File: src/rtl/ddfs_pkg.sv
// Shared constants and types for the DDFS sine engine.
// Defaults cover a 30-bit accumulator, 256-entry quarter-wave ROM and 16-bit PCM.
package ddfs_pkg;

  localparam int PW_DEF     = 30;
  localparam int LUT_AW_DEF = 8;
  localparam int DW_DEF     = 16;

  localparam logic signed [15:0] ENV_ONE = 16'sh4000;

  localparam int SAT_MAX = 2 ** (DW_DEF - 1) - 1;
  localparam int SAT_MIN = -(2 ** (DW_DEF - 1));

  // Top two phase bits: odd quadrants read the ROM mirrored, upper half is negated.
  typedef enum logic [1:0] {
    Q_RISE_POS = 2'd0,
    Q_FALL_POS = 2'd1,
    Q_RISE_NEG = 2'd2,
    Q_FALL_NEG = 2'd3
  } quadrant_t;

endpackage

File: src/rtl/ddfs_sin_rom.sv
// Quarter-wave sine ROM, 15-bit unsigned magnitude, one-cycle synchronous read.
// Entries are round(32767*sin((i+0.5)*pi/(2*DEPTH))), built at elaboration.
module ddfs_sin_rom #(
  parameter int AW = 8
) (
  input  logic          clk,
  input  logic [AW-1:0] addr,
  output logic [14:0]   data
);

  localparam int DEPTH = 2 ** AW;

  // Taylor series to x^19; x never exceeds pi/2 so the error is far below one LSB.
  function automatic logic [14:0] sin_entry(input int i);
    real x;
    real term;
    real acc;
    x    = (real'(i) + 0.5) * 3.14159265358979 / (2.0 * real'(DEPTH));
    term = x;
    acc  = x;
    for (int k = 1; k < 10; k++) begin
      term = -term * x * x / real'((2 * k) * (2 * k + 1));
      acc  = acc + term;
    end
    return 15'($rtoi(acc * 32767.0 + 0.5));
  endfunction

  logic [14:0] rom_tbl [DEPTH];

  for (genvar gi = 0; gi < DEPTH; gi++) begin : g_rom
    localparam logic [14:0] ENTRY = sin_entry(gi);
    assign rom_tbl[gi] = ENTRY;
  end

  always_ff @(posedge clk) begin
    data <= rom_tbl[addr];
  end

endmodule

File: src/rtl/ddfs_core.sv
// Four-stage DDFS: phase accumulate, quarter-wave ROM lookup, sign, envelope scale.
// One signed PCM sample per sample_tick, pcm_valid four cycles after the tick.
module ddfs_core
  import ddfs_pkg::*;
#(
  parameter int PW     = PW_DEF,
  parameter int LUT_AW = LUT_AW_DEF,
  parameter int DW     = DW_DEF
) (
  input  logic                 clk,
  input  logic                 reset,
  input  logic [PW-1:0]        fccw,
  input  logic [PW-1:0]        focw,
  input  logic [PW-1:0]        pha,
  input  logic signed [15:0]   env,
  input  logic                 phase_clr,
  input  logic                 sample_tick,
  output logic signed [DW-1:0] pcm_out,
  output logic                 pcm_valid
);

  logic [PW-1:0]        p_reg;
  logic [PW-1:0]        p_base;
  logic [PW-1:0]        ph_sum;
  logic [LUT_AW+1:0]    ph_s1;
  logic signed [15:0]   env_s1;
  logic signed [15:0]   env_s2;
  logic signed [15:0]   env_s3;
  logic                 v_s1;
  logic                 v_s2;
  logic                 v_s3;
  quadrant_t            q_s1;
  logic                 mirror_s1;
  logic                 neg_s1;
  logic                 neg_s2;
  logic [LUT_AW-1:0]    a_s1;
  logic [LUT_AW-1:0]    rom_addr;
  logic [14:0]          rom_data;
  logic signed [15:0]   val_s3;
  logic signed [31:0]   prod;
  logic signed [31:0]   prod_sh;
  logic signed [DW-1:0] pcm_sat;
  logic                 unused_lsb;

  // A phase clear makes the accumulator read as zero for this cycle's sample.
  assign p_base     = phase_clr ? '0 : p_reg;
  assign ph_sum     = p_base + pha;
  assign unused_lsb = ^ph_sum[PW-3-LUT_AW:0];

  assign q_s1      = quadrant_t'(ph_s1[LUT_AW+1:LUT_AW]);
  assign a_s1      = ph_s1[LUT_AW-1:0];
  assign mirror_s1 = (q_s1 == Q_FALL_POS) || (q_s1 == Q_FALL_NEG);
  assign neg_s1    = (q_s1 == Q_RISE_NEG) || (q_s1 == Q_FALL_NEG);
  assign rom_addr  = mirror_s1 ? ~a_s1 : a_s1;

  ddfs_sin_rom #(.AW(LUT_AW)) u_rom (
    .clk  (clk),
    .addr (rom_addr),
    .data (rom_data)
  );

  assign prod    = val_s3 * env_s3;
  assign prod_sh = prod >>> 14;

  always_comb begin
    pcm_sat = prod_sh[DW-1:0];
    if (prod_sh > SAT_MAX) begin
      pcm_sat = DW'(SAT_MAX);
    end else if (prod_sh < SAT_MIN) begin
      pcm_sat = DW'(SAT_MIN);
    end
  end

  always_ff @(posedge clk) begin
    if (reset) begin
      p_reg     <= '0;
      v_s1      <= 1'b0;
      v_s2      <= 1'b0;
      v_s3      <= 1'b0;
      pcm_valid <= 1'b0;
      pcm_out   <= '0;
    end else begin
      if (sample_tick) begin
        p_reg <= p_base + fccw + focw;
      end else if (phase_clr) begin
        p_reg <= '0;
      end
      v_s1      <= sample_tick;
      v_s2      <= v_s1;
      v_s3      <= v_s2;
      pcm_valid <= v_s3;
      if (v_s3) begin
        pcm_out <= pcm_sat;
      end
    end
  end

  // Datapath needs no reset: the valid chain above gates every use of it.
  always_ff @(posedge clk) begin
    if (sample_tick) begin
      ph_s1  <= ph_sum[PW-1 -: LUT_AW+2];
      env_s1 <= env;
    end
    neg_s2 <= neg_s1;
    env_s2 <= env_s1;
    val_s3 <= neg_s2 ? -$signed({1'b0, rom_data}) : $signed({1'b0, rom_data});
    env_s3 <= env_s2;
  end

endmodule
File: config.mk
export PLATFORM = sky130hd
export DESIGN_NAME = ddfs_core
export DESIGN_NICKNAME = d
export VERILOG_FILES = /design/src/rtl/ddfs_pkg.sv /design/src/rtl/ddfs_sin_rom.sv /design/src/rtl/ddfs_core.sv
export SDC_FILE = /design/constraint.sdc
export NUM_CORES = 1
export LEC_CHECK = 0
export BUFFER_PORTS_ARGS = -buffer_cell sky130_fd_sc_hd__buf_2
export CAP_MARGIN = 20
export CORE_ASPECT_RATIO = 1.75
export CORE_MARGIN = 1
export CORE_UTILIZATION = 41
export CTS_BUF_LIST = sky130_fd_sc_hd__clkbuf_8
export DETAILED_ROUTE_END_ITERATION = 12
export PLACE_DENSITY = 0.68
export SYNTH_ARGS = -nofsm -noshare
export SYNTH_HDL_FRONTEND = slang
export SYNTH_SLANG_ARGS = --single-unit
File: constraint.sdc
create_clock -name clk -period 8 [get_ports clk]
set_clock_uncertainty 0.1 [all_clocks]
set_input_delay 0.8 -clock clk [delete_from_list [all_inputs] [get_ports clk]]
set_output_delay 0.8 -clock clk [all_outputs]
set_load 0.05 [all_outputs]
# Word level (Yosys, flattened, before mapping)
# Memory sizes are Yosys's and may differ from the RTL's. A register that Yosys moved wholly into a read port is not among the register bits.
# Cells that the tools add are included.
[word_totals]
memories = 1
wordCells = 34
mem_bits_ro = 3840
register_bits = 125
inputBits = 110
[mem_list]
columns = ["name", "depth", "word_bits", "read_ports", "rd_ports_with_merged_regs", "wr", "line_no", "source"]
rows = [
  ["(name not given)", 256, 15, 1, 1, 0, "ddfs_sin_rom.sv:36", "data <= rom_tbl[addr];"],
]
[op_classes]
n_reduce_logical = 2
muxes = 6
addsub = 4
magnitude_cmp = 2
bitwise_logic = 2
n_eq_ne = 3
multipliers = 1
[ops]
columns = ["operator", "n"]
rows = [
  ["adder 30 bit", 3],
  ["2-to-1 mux 30 bit", 2],
  ["multiplier 16 x 16 -> 32 bit", 1],
  ["2-to-1 mux 16 bit", 2],
  ["> comparator 18 x 16 -> 1 bit (second input constant)", 1],
  ["less-than comparator 18 x 16 -> 1 bit (second input constant)", 1],
  ["negator 15 -> 16 bit", 1],
  ["2-to-1 mux 15 bit", 1],
  ["inverter 8 -> 9 bit", 1],
  ["2-to-1 mux 8 bit", 1],
  ["inverter 8 bit", 1],
  ["equality test 2 bit (second input constant)", 2],
  ["equality test 2 x 1 -> 1 bit (second input constant)", 1],
  ["logical OR 1 bit", 2],
]

# Depth between registers and ports, before layout
# Gate-level depths: netlist of run 1.
[depth]
depth_word = 4
depth_mapped = 27

# Cells and area by module
# A second synthesis of run 1 with hierarchy kept.
[hier_totals]
cells_unflattened = 2422
area_unflattened_um2 = 20931.3
[modules_own_cells]
columns = ["module", "cells_per_inst", "n_inst", "seq_area_each_um2", "area_per_inst_um2"]
rows = [
  ["ddfs_core", 1703, 1, 2762.6, 16433.3],
  ["ddfs_sin_rom", 719, 1, 300.3, 4498.1],
]

# Worst setup path after synthesis of run 1
# No wires, ideal clock.
[synth_timing]
kind = "reg-to-reg"
start = "register val_s3[15]"
end = "register pcm_out[8]"
synth_period_minus_slack_ps = 6634
setup_ps = 139
path_buffers = 2
arrival_ps = 6394
slack_ps = 1366
path_stages_with_launch = 23
t_required_ps = 7761
path_cell_list = "dfxtp_1 -> clkbuf_1 -> nand2_1 -> inv_1 -> fa_1 -> fa_1 -> fa_1 -> fa_1 -> fa_1 -> fa_1 -> ha_1 -> a21o_1 -> a21oi_1 -> nor2b_1 -> o21ai_0 -> a21oi_1 -> a2111o_1 -> and3_1 -> a311oi_2 -> o211ai_2 -> buf_6 -> a21oi_2 -> nor3_2"
[synth_via]
elab_chain_len = 4
[synth_rtl]
columns = ["element", "line_no", "source"]
rows = [
  ["from (decl)", "ddfs_core.sv:39", "logic signed [15:0] val_s3;"],
  ["from (signal assigned)", "ddfs_core.sv:106", "val_s3 <= neg_s2 ? -$signed({1'b0, rom_data}) : $signed({1'b0, rom_data});"],
  ["multiplier 16 x 16 -> 32 bit (*)", "ddfs_core.sv:62", "assign prod = val_s3 * env_s3;"],
  ["less-than comparator 18 x 16 -> 1 bit", "ddfs_core.sv:69", "end else if (prod_sh < SAT_MIN) begin"],
  ["2-to-1 mux 16 bit", "ddfs_core.sv:69", ""],
  ["2-to-1 mux 16 bit (*)", "ddfs_core.sv:67", "if (prod_sh > SAT_MAX) begin"],
  ["to (signal assigned)", "ddfs_core.sv:93", "pcm_out <= pcm_sat;"],
  ["to (decl)", "ddfs_core.sv:18", "output logic signed [DW-1:0] pcm_out,"],
]
# Mark *: on every way between the ends. The rest lies on a longest branch, timed or not.
# A chain may end at the register's enable or synchronous reset.

# Worst setup path in the final report of run 1
[layout_timing]
start = "register val_s3[9]"
end = "register pcm_out[8]"
# The elaborated chain is that of the path after synthesis.

==> results of run 1 <==
cells in the final DEF (no fill, tap or decap), drive strengths merged, types with 11 or more instances in the layout:
cell type	n
a31oi	26
a221oi	17
o21ai	121
a21oi	153
nor2b	49
ha	153
o211ai	25
inv	334
a311oi	20
nand2b	16
xnor2	64
nand2	220
nor2	196
o21a	14
xor2	22
nand3	39
a211oi	32
o311ai	27
and2	126
nor3	65
o22ai	11
a21o	11
buf	168
o31ai	12
clkbuf	17
edfxtp	26
o221ai	12
dfxtp	114
fa	291
mux2i	27
repair_timing:
| item | 4_1_cts | 5_1_grt |
|---|---|---|
| gates resized for setup | 0 | 3 |
| setup endpoints to repair | 0 | 6 |
| hold endpoints to repair | 0 | 0 |
worst max-delay path: stages (launching register included):
cell and delay, ns:
dfxtp_1 0.75, nand2_1 0.17, fa_1 0.59, fa_1 0.45, fa_1 0.51, inv_1 0.05, fa_1 0.48, fa_1 0.54
inv_1 0.05, fa_1 0.55, inv_1 0.05, ha_1 0.33, a211oi_2 0.18, o21ai_0 0.10, a31oi_1 0.40, o21ai_2 0.27
a21o_1 0.24, a2111o_1 0.46, and3_1 0.22, a311oi_2 0.26, o211ai_4 0.24, buf_4 0.22, a21oi_2 0.13, nor3_2 0.06
logic make-up after synthesis:
logic type | after synthesis
adder cells (fa/ha/maj) | 445
buffers and inverters | 479
AO/OA/AOI/OAI | 542
AND/OR/NAND/NOR | 754
multiplexers | 29
flip-flops | 140
XOR/XNOR | 86
metal layers:
metal  track usage, %  vias to the layer above
met4             21.1                        0
met2             50.5                      803
li1                 -                     8341
met5                0                        -
met1             26.9                     9047
met3             4.92                      281
layout make-up:
type,count,area [um^2],share of cell area (%)
Multi-Input combinational cell,1856,16100,71.2
Sequential cell,140,3070,13.6
Inverter,330,1240,5.48
Timing Repair Buffer,168,942,4.17
Tap cell,666,833,3.69
Clock buffer,17,234,1.04
Clock inverter,15,201,0.891
Antenna cell,1,2.50,0.0111
stage by stage:
| stage | cells | hold WS (ns) | instance area [um^2] | util, % | worst slack [ns] |
|---|---|---|---|---|---|
| 6_report | 3193 | 0.231 | 22600 | 44.8 | 0.440 |
| 5_1_grt | 3193 | 0.248 | 22600 | 44.8 | 0.145 |
| 4_1_cts | 3192 | 0.233 | 22600 | 44.8 | 0.271 |
| 3_5_place_dp | 3160 | 0.212 | 22200 | 43.9 | 0.274 |
| 3_3_place_gp | 3159 | 0.211 | 22200 | 43.9 | 0.396 |
| 2_1_floorplan | 2475 | 0.210 | 20900 | - | 1.37 |
path summary, 6_finish.rpt:
kind	start	to	slack, ns	cells past startpoint
max reg2reg	val_s3[9]	pcm_out[8]	0.44	23
max	val_s3[9]	pcm_out[8]	0.44	23
min	env_s2[12]	env_s3[12]	0.23	0
min reg2reg	env_s2[12]	env_s3[12]	0.23	0
==> key figures, run 1 <==
Yosys
  • Complex-gate fraction of the synthesized area: between 10% and 20%
  • Area share of xor/xnor cells in the synthesized design: ~3.7%
  • Simple logic cell fraction of the synthesized area: approximately 17%
  • Net count of the mapped netlist: just over 3000
  • Fraction of the yosys area taken by sequential cells: between 10% and 20%
  • Distinct cells, synth: 79
  • Post-Syn Instances: roughly 2500
  • Share of cell area taken by muxes after synthesis: under 10%
  • Commonest cells in the netlist: inv_1 (326), fa_1 (291), nand2_1 (220)
  • Count leader, synth: inv_1
  • Post-synthesis adder-cell area fraction: 37.0%
  • Synth Register Bits: between 100 and 150
  • Number of synthesized flops with an enable pin: 26
  • Post-synth design cell area: approximately 0.021 mm^2
  • Post-synth top area share: 27.8%
  • Synthesized area per cell: 8.45 um^2
  • Most instantiated flip-flop cell in the synthesis netlist: dfxtp_1
  • Post-synthesis cell type with the largest combined area: fa_1
  • Yosys warns: 0
  • Top cells by area, synth: fa_1 (28%), dfxtp_1 (11%), ha_1 (9.2%)
  • Share of flip-flops with an asynchronous set or reset after synthesis: 0%
  • Dominant combinational cell family by area after synthesis: adder cells

Place
  • Number of input and output port buffers inserted: between 100 and 150
  • Placer's final routability congestion estimate: ~1.0
  • Post-DP HPWL: around 53 mm

Critical path
  • Highest fanout seen on the critical path: 16
  • Nature of the critical path endpoint: register
  • Worst setup SP type: register
  • Endpoint arrival time on the critical path: just under 8 ns
  • Class of the most critical setup path: reg2reg
  • Required time at the worst-slack endpoint: 8.28 ns

Detailed routing
  • Drt pass-1 iters: 7
  • Number of routed nets with antenna violations: 0
  • Routed length on met2: about 36 mm
  • Starting DRT DRC Count: about 1500
  • Number of vias per cell: 5.79
  • Via count: ~18000
  • DR DRC count: 0
  • Top routing layer used: met4
  • Routed len/inst: ~22 um
  • Sum of met3 wire segment lengths after detailed routing: about 4.4 mm
  • Total wire length: 68.8 mm
  • Met1 wire length: between 20 and 25 mm

Finish
  • Ratio of cells with drive above 1 in the final layout: under 10%
  • Count of nets after finishing: roughly 3100
  • Largest register FFs: 30
  • Number of fill cells in the layout: between 4000 and 5000
  • Area added between synthesis and finish: 8.06%

STA
  • Normalized max-slew margin: 19.7%
  • Time the worst path needs with I/O delays and setup: between 7 and 8 ns
  • RSZ-0062 raised after global routing: false
  • Least-Margin Pin Slew: ~1.2 ns
  • Final Max Slew Viols: 0
  • Fmax: about 0.13 GHz
  • Final Cycle Share: between 90% and 100%
  • Setup TNS: 0 ns
  • Final number of hold-violating endpoints: 0
  • Setup-failing EPs final: 0

Clock tree
  • Number of H-tree levels: 4
  • Clock latency at the later pin of the worst-skew pair: between 0.5 and 0.6 ns
  • Post CTS Setup Buffer Count: 0
  • Clock root cell: clkbuf_8
  • Hold-fix buffers at CTS: 0
  • Clock slew at reported path FFs: 0.10 ns
  • Maximum buffer depth of the clock tree: 2
  • CTS tree: done
  • Clock Sink Count: between 100 and 150
  • Num CTS Buffers: 17

Floorplan
  • Site row count: roughly 110
  • DIE WIDTH: approximately 170 um
  • IO Pins: between 100 and 150
  • Core area: 0.0505 mm^2
  • Effective utilization at floorplan: approximately two fifths
  • Floorplan die area: 0.0520 mm^2
  • DIE HEIGHT: 301 um

Global routing
  • Antenna violations before repair: 1
  • Pin count of the biggest net entering global routing: between 70 and 80
  • GRT overflow: 0
  • Global-route wire length before repair: ~110 mm
  • Total track usage: a little over a quarter
  • Number of global-route vias before repair: 19984

Flow run
  • Maximum Capacitance Violations: 0

Status
  • Run status: finished, final reports clean

Hold path
  • Hold/Removal Path Class: reg2reg
Power of run 1 is not shown: default switching activity piles up to over one toggle a cycle in this logic, so the estimate is an artifact.
==> run 2: changes to the inputs <==
--- a/config.mk
+++ b/config.mk
@@ -9,10 +9,10 @@
 export CAP_MARGIN = 20
 export CORE_ASPECT_RATIO = 1.75
 export CORE_MARGIN = 1
-export CORE_UTILIZATION = 41
+export CORE_UTILIZATION = 34
 export CTS_BUF_LIST = sky130_fd_sc_hd__clkbuf_8
 export DETAILED_ROUTE_END_ITERATION = 12
-export PLACE_DENSITY = 0.68
+export PLACE_DENSITY = 0.6
 export SYNTH_ARGS = -nofsm -noshare
 export SYNTH_HDL_FRONTEND = slang
 export SYNTH_SLANG_ARGS = --single-unit
==> key figures, run 2 (synthesis gave the netlist of run 1 again) <==
Detailed routing
  • DR DRC count: 0 (unchanged)
  • Number of vias per cell: 5.55 (was 5.79)
  • Starting DRT DRC Count: 1295 (was 1517)
  • Routed len/inst: 21.2 um (was 21.5 um)
  • Via count: 18391 (was 18472)
  • Total wire length: 70.1 mm (was 68.8 mm)
  • Number of routed nets with antenna violations: 0 (unchanged)
  • Drt pass-1 iters: 6 (was 7)

Global routing
  • Antenna violations before repair: 3 (was 1)
  • GRT overflow: 0 (unchanged)
  • Number of global-route vias before repair: 19596 (was 19984)
  • Pin count of the biggest net entering global routing: 74 (unchanged)
  • Global-route wire length before repair: 110 mm (was 109 mm)
  • Total track usage: 23.2% (was 27.3%)

Critical path
  • Worst reg2reg path endpoint: pcm_out[8] (unchanged)
  • Number of cell instances on the worst register-to-register path: 23 (unchanged)
  • Nature of the critical path endpoint: register (unchanged)
  • Startpoint of the most critical register-to-register path: val_s3[11] (was val_s3[9])
  • Class of the most critical setup path: reg2reg (unchanged)
  • Worst-case register-to-register setup slack: 0.63 ns (was 0.44 ns)
  • Endpoint arrival time on the critical path: 7.72 ns (was 7.84 ns)
  • Required time at the worst-slack endpoint: 8.36 ns (was 8.28 ns)
  • Worst setup SP type: register (unchanged)
  • Highest fanout seen on the critical path: 16 (unchanged)

STA
  • Final number of hold-violating endpoints: 0 (unchanged)
  • Final Worst Setup Slack: 0.631 ns (was 0.440 ns)
  • Time the worst path needs with I/O delays and setup: 7.37 ns (was 7.56 ns)
  • Normalized max-slew margin: 23.2% (was 19.7%)
  • Setup-failing EPs final: 0 (unchanged)
  • Final Cycle Share: 92.1% (was 94.5%)
  • Final Max Slew Viols: 0 (unchanged)
  • Setup TNS: 0 ns (unchanged)
  • Fmax: 0.136 GHz (was 0.132 GHz)
  • Least-Margin Pin Slew: 1.15 ns (was 1.19 ns)
  • RSZ-0062 raised after global routing: false (unchanged)

Clock tree
  • Clock slew at reported path FFs: 0.09 ns (was 0.10 ns)
  • Maximum buffer depth of the clock tree: 2 (unchanged)
  • Number of H-tree levels: 4 (unchanged)
  • CTS tree: done (unchanged)
  • Clock root cell: clkbuf_8 (unchanged)
  • Num CTS Buffers: 17 (unchanged)
  • Post CTS Setup Buffer Count: 0 (unchanged)
  • Clock latency at the later pin of the worst-skew pair: 0.55 ns (was 0.52 ns)
  • Hold-fix buffers at CTS: 0 (unchanged)
  • Total of cells resized after clock tree synthesis: 0 (unchanged)
  • Clock Sink Count: 140 (unchanged)

Finish
  • Ratio of cells with drive above 1 in the final layout: 9.37% (was 9.66%)
  • Most common library cell in the layout ignoring fill and taps: inv_1 (unchanged)
  • Final standard cell utilization of the core: 37.2% (was 44.8%)
  • Highest-count cells in the layout ignoring fill and taps: inv_1 (325), fa_1 (291), nand2_1 (220) (unchanged)
  • Largest register FFs: 30 (unchanged)
  • Count of nets after finishing: 3059 (was 3067)
  • Area added between synthesis and finish: 8.49% (was 8.06%)

Floorplan
  • DIE HEIGHT: 330 um (was 301 um)
  • Effective utilization at floorplan: 34.3% (was 41.5%)
  • IO Pins: 127 (unchanged)
  • Floorplan die area: 0.0626 mm^2 (was 0.0520 mm^2)
  • Site row count: 120 (was 109)
  • DIE WIDTH: 190 um (was 173 um)
  • Core area: 0.0610 mm^2 (was 0.0505 mm^2)

Status
  • Run status: finished, final reports clean (unchanged)

Flow run
  • Maximum Capacitance Violations: 0 (unchanged)

Place
  • Number of input and output port buffers inserted: 126 (unchanged)
  • Post-DP HPWL: 54.2 mm (was 52.5 mm)
  • Pre-CTS setup slack: 0.483 ns (was 0.274 ns)
  • Placer's final routability congestion estimate: 0.988 (was 1.00)

Hold path
  • Hold/Removal Path Class: reg2reg (unchanged)
  • Hold path startpoint: env_s2[0] (was env_s2[12])
  • Cells on Worst Hold Path: 0 (unchanged)
  • Sink of the worst hold path: env_s3[0] (was env_s3[12])
==> run 2: changes by cell type in the layout (fill, tap and decap cells not counted), moves of 2 or more <==
| cell | change |
|---|---|
| buf_4 | -7 |
| clkinv_4 | -2 |
| clkinv_8 | +2 |
| dfxtp_1 | +2 |
| dfxtp_2 | -2 |
| inv_6 | +2 |
==> run 2: how the worst max path moves through the flow <==
stage / depth (start not counted) / end / from / slack, ns
CTS: 23 / pcm_out[8] / val_s3[9] / 0.44
floorplan: 22 / pcm_out[8] / val_s3[15] / 1.37
global placement: 23 / pcm_out[8] / val_s3[9] / 0.64
global route: 23 / pcm_out[8] / val_s3[15] / 0.08
detailed placement: 23 / pcm_out[8] / val_s3[9] / 0.48
finish: 23 / pcm_out[8] / val_s3[11] / 0.63
==> run 2: layer usage <==
layer / vias to the layer above / routed length (um) / track usage, %
met4: 2 / 5170 / 15.7
met3: 250 / 3940 / 3.56
met5: - / 11 / 0
met2: 758 / 37400 / 43.1
met1: 9042 / 23600 / 23.6
li1: 8339 / - / -
==> run 2: cell type report <==
class | instances | area [um^2]
tap | 793 | 992
sequential | 140 | 3060
clock inverter | 15 | 193
fill | 6318 | 38300
inverter | 330 | 1240
clock buffer | 17 | 234
timing repair buffer | 160 | 886
antenna | 1 | 2.50
multi-input combinational | 1856 | 16100
==> run 2: per-stage QoR <==
stage	cells	cell area (um^2)	hold slack (ns)
after detailed placement	3277	22200	0.214
after global routing	3312	22700	0.251
after CTS	3309	22700	0.237
final	3312	22700	0.234
after floorplan	2475	20900	0.210
after global placement	3277	22200	0.212
==> run 2: worst max-delay path: stages (launching register included) <==
cell	delay, ns
dfxtp_1	0.79
nand2_1	0.17
fa_1	0.64
inv_1	0.08
fa_1	0.51
fa_1	0.56
fa_1	0.43
fa_1	0.49
inv_1	0.05
fa_1	0.47
inv_1	0.04
ha_1	0.33
nand2_1	0.08
o21ai_0	0.51
o21ai_0	0.19
inv_1	0.10
o2111ai_1	0.16
a31oi_1	0.25
xor2_1	0.30
a21oi_1	0.15
o211ai_4	0.43
buf_4	0.22
a21oi_2	0.05
nor3_2	0.18
Power of run 2 is left out for the same reason.
==> run 3: changes to the inputs <==
--- a/config.mk
+++ b/config.mk
@@ -5,12 +5,14 @@
 export SDC_FILE = /design/constraint.sdc
 export NUM_CORES = 1
 export LEC_CHECK = 0
+export ABC_AREA = 1
 export BUFFER_PORTS_ARGS = -buffer_cell sky130_fd_sc_hd__buf_2
 export CAP_MARGIN = 20
 export CORE_ASPECT_RATIO = 1.75
 export CORE_MARGIN = 1
 export CORE_UTILIZATION = 34
 export CTS_BUF_LIST = sky130_fd_sc_hd__clkbuf_8
+export CTS_CLUSTER_DIAMETER = 200
 export DETAILED_ROUTE_END_ITERATION = 12
 export PLACE_DENSITY = 0.6
 export SYNTH_ARGS = -nofsm -noshare
==> constraint.sdc (replaced) <==
create_clock -name clk -period 8 [get_ports clk]
set_clock_uncertainty 0.1 [all_clocks]
set_input_delay 0.4 -clock clk [delete_from_list [all_inputs] [get_ports clk]]
set_output_delay 0.4 -clock clk [all_outputs]
set_load 0.05 [all_outputs]
==> key figures, run 3 <==
Status
  • Run status: finished, final reports clean (unchanged)

Detailed routing
  • Starting DRT DRC Count: 1383 (was 1295)
  • Number of routed nets with antenna violations: 0 (unchanged)
  • Routed len/inst: 21.3 um (was 21.2 um)
  • Number of vias per cell: 5.14 (was 5.55)
  • DR DRC count: 0 (unchanged)
  • Drt pass-1 iters: 7 (was 6)
  • Via count: 21438 (was 18391)
  • Total wire length: 89.0 mm (was 70.1 mm)

Yosys
  • Distinct cells, synth: 55 (was 79)
  • Post-synthesis cell type with the largest combined area: fa_1 (unchanged)
  • Number of synthesized flops with an enable pin: 26 (unchanged)
  • Synthesized area per cell: 7.00 um^2 (was 8.45 um^2)
  • Commonest cells in the netlist: nand2_1 (839), inv_1 (685), fa_1 (291) (was inv_1 (326), fa_1 (291), nand2_1 (220))
  • Yosys warns: 0 (unchanged)
  • Post-synth design cell area: 0.0225 mm^2 (was 0.0209 mm^2)
  • Fraction of the yosys area taken by sequential cells: 13.6% (was 14.6%)
  • Post-Syn Instances: 3215 (was 2475)
  • Synth Register Bits: 140 (unchanged)
  • Net count of the mapped netlist: 3769 (was 3029)
  • Share of flip-flops with an asynchronous set or reset after synthesis: 0% (unchanged)
  • Top cells by area, synth: fa_1 (26%), nand2_1 (14%), inv_1 (11%) (was fa_1 (28%), dfxtp_1 (11%), ha_1 (9.2%))
  • Count leader, synth: nand2_1 (was inv_1)
  • Most instantiated flip-flop cell in the synthesis netlist: dfxtp_1 (unchanged)
  • Post-synth top area share: 25.9% (was 27.8%)

STA
  • Final Cycle Share: 83.8% (was 92.1%)
  • Final number of hold-violating endpoints: 0 (unchanged)
  • Final Worst Setup Slack: 1.29 ns (was 0.631 ns)
  • Least-Margin Pin Slew: 0.950 ns (was 1.15 ns)
  • Fmax: 0.149 GHz (was 0.136 GHz)
  • Setup-failing EPs final: 0 (unchanged)
  • Normalized max-slew margin: 36.6% (was 23.2%)
  • RSZ-0062 raised after global routing: false (unchanged)
  • Final Max Slew Viols: 0 (unchanged)
  • Time the worst path needs with I/O delays and setup: 6.71 ns (was 7.37 ns)
  • Setup TNS: 0 ns (unchanged)

Global routing
  • Number of global-route vias before repair: 22590 (was 19596)
  • Antenna violations before repair: 0 (was 3)
  • GRT overflow: 0 (unchanged)
  • Pin count of the biggest net entering global routing: 67 (was 74)
  • Total track usage: 27.0% (was 23.2%)
  • Global-route wire length before repair: 133 mm (was 110 mm)

Place
  • Number of input and output port buffers inserted: 126 (unchanged)
  • Placer's final routability congestion estimate: 1.03 (was 0.988)
  • Pre-CTS setup slack: 1.32 ns (was 0.483 ns)
  • Post-DP HPWL: 72.3 mm (was 54.2 mm)
  • Placed cell count: 4122 (was 3277)

Hold path
  • Hold path startpoint: phase_clr (was env_s2[0])
  • Cells on Worst Hold Path: 4 (was 0)
  • Hold/Removal Path Class: in2reg (was reg2reg)
  • Sink of the worst hold path: p_reg[18] (was env_s3[0])

Floorplan
  • Core area: 0.0653 mm^2 (was 0.0610 mm^2)
  • Site row count: 124 (was 120)
  • DIE WIDTH: 196 um (was 190 um)
  • Effective utilization at floorplan: 34.5% (was 34.3%)
  • DIE HEIGHT: 342 um (was 330 um)
  • IO Pins: 127 (unchanged)
  • Floorplan die area: 0.0673 mm^2 (was 0.0626 mm^2)

Finish
  • Diode count: 0 (was 1)
  • Highest-count cells in the layout ignoring fill and taps: nand2_1 (839), inv_1 (686), fa_1 (291) (was inv_1 (325), fa_1 (291), nand2_1 (220))
  • Area added between synthesis and finish: 8.59% (was 8.49%)
  • Count of nets after finishing: 3830 (was 3059)
  • Ratio of cells with drive above 1 in the final layout: 7.24% (was 9.37%)
  • Most common library cell in the layout ignoring fill and taps: nand2_1 (was inv_1)
  • Largest register FFs: 30 (unchanged)
  • Final cell count without fillers: 4171 (was 3312)

Clock tree
  • Num CTS Buffers: 17 (unchanged)
  • Number of H-tree levels: 4 (unchanged)
  • CTS tree: done (unchanged)
  • Maximum buffer depth of the clock tree: 2 (unchanged)
  • Clock Sink Count: 140 (unchanged)
  • Clock slew at reported path FFs: 0.11 ns (was 0.09 ns)
  • Clock latency at the later pin of the worst-skew pair: 0.51 ns (was 0.55 ns)
  • Clock root cell: clkbuf_8 (unchanged)

Critical path
  • Startpoint of the most critical register-to-register path: env_s3[1] (was val_s3[11])
  • Highest fanout seen on the critical path: 15 (was 16)
  • Worst-case register-to-register setup slack: 1.29 ns (was 0.63 ns)
  • Nature of the critical path endpoint: register (unchanged)
  • Class of the most critical setup path: reg2reg (unchanged)
  • Number of cell instances on the worst register-to-register path: 24 (was 23)
  • Worst setup SP type: register (unchanged)
  • Worst reg2reg path endpoint: pcm_out[14] (was pcm_out[8])
  • Required time at the worst-slack endpoint: 8.34 ns (was 8.36 ns)
  • Endpoint arrival time on the critical path: 7.04 ns (was 7.72 ns)

Flow run
  • Maximum Capacitance Violations: 0 (unchanged)
-- run 3: changes by cell type after synthesis, sizes merged, moves of 49 or more --
| cell | before | now |
|---|---|---|
| nand2 | 220 | 864 |
| inv | 326 | 702 |
| and2 | 126 | 0 |
| nand3 | 39 | 143 |
| o21ai | 121 | 176 |
| nor2b | 49 | 0 |
-- run 3: worst max-delay path, cell delays in order, from the launching register on --
cell	delay (ns)
dfxtp_1	0.71
nand2_1	0.19
inv_1	0.16
fa_1	0.56
fa_1	0.89
inv_1	0.18
fa_1	0.61
inv_1	0.08
fa_1	0.48
inv_1	0.05
fa_1	0.47
inv_1	0.05
fa_1	0.44
ha_1	0.36
inv_1	0.13
o21ai_0	0.08
a21oi_1	0.13
nand2_1	0.06
a21oi_1	0.19
nand3_1	0.11
nand2_1	0.09
nand2_1	0.06
nand2_2	0.21
nand2_1	0.10
a21oi_1	0.15
-- run 3: what timing repair did --
| action | 4_1_cts | 5_1_grt |
|---|---|---|
| buffers inserted | 0 | 0 |
| endpoints found under the setup margin | 0 | 0 |
| hold buffers | 16 | 0 |
| gates resized for setup | 0 | 0 |
| endpoints found under the hold margin | 16 | 0 |
-- run 3: area by class of cell --
class                           instances  area [um^2]
Fill cell                            7122        40900
Multi-Input combinational cell       2256        16300
Sequential cell                       140         3060
Inverter                              704         2650
Tap cell                              882         1100
Timing Repair Buffer                  157          923
Clock buffer                           17          234
Clock inverter                         15          189
-- run 3: cell families after synthesis --
kind of cell	synth area share, %
fa+ha+maj	34.4
simple gates	23.5
xor+xnor	2.66
flops	13.6
compound gates	11.7
buf+inv	14.2
-- run 3: metal layers --
layer	global-route usage [%]	wire [um]	part of all wire, %
met4	25.1	9760	11
met5	0	0	0
met3	4.42	5070	5.7
met2	50.7	46300	52
met1	24.3	27900	31
-- run 3: through the flow --
stage / hold WS (ns) / area, um^2 / util [%]
floorplan: 0.210 / 22500 / -
global placement: 0.213 / 23800 / 36.5
detailed placement: 0.212 / 23800 / 36.5
CTS: 0.147 / 24400 / 37.4
global route: 0.183 / 24400 / 37.4
finish: 0.186 / 24400 / 37.4
-- run 3: worst max-delay path by stage --
stage          startpoint     endpoint  slack [ns]  cells after the start
5_1_grt         env_s3[1]   pcm_out[0]        0.81                     24
3_3_place_gp    env_s3[1]  pcm_out[13]        1.36                     23
2_1_floorplan   env_s3[5]  pcm_out[10]        1.95                     27
6_report        env_s3[1]  pcm_out[14]        1.29                     24
4_1_cts         env_s3[1]  pcm_out[14]        1.26                     24
3_5_place_dp   val_s3[15]  pcm_out[14]        1.32                     24
Power of run 3 is left out for the same reason.
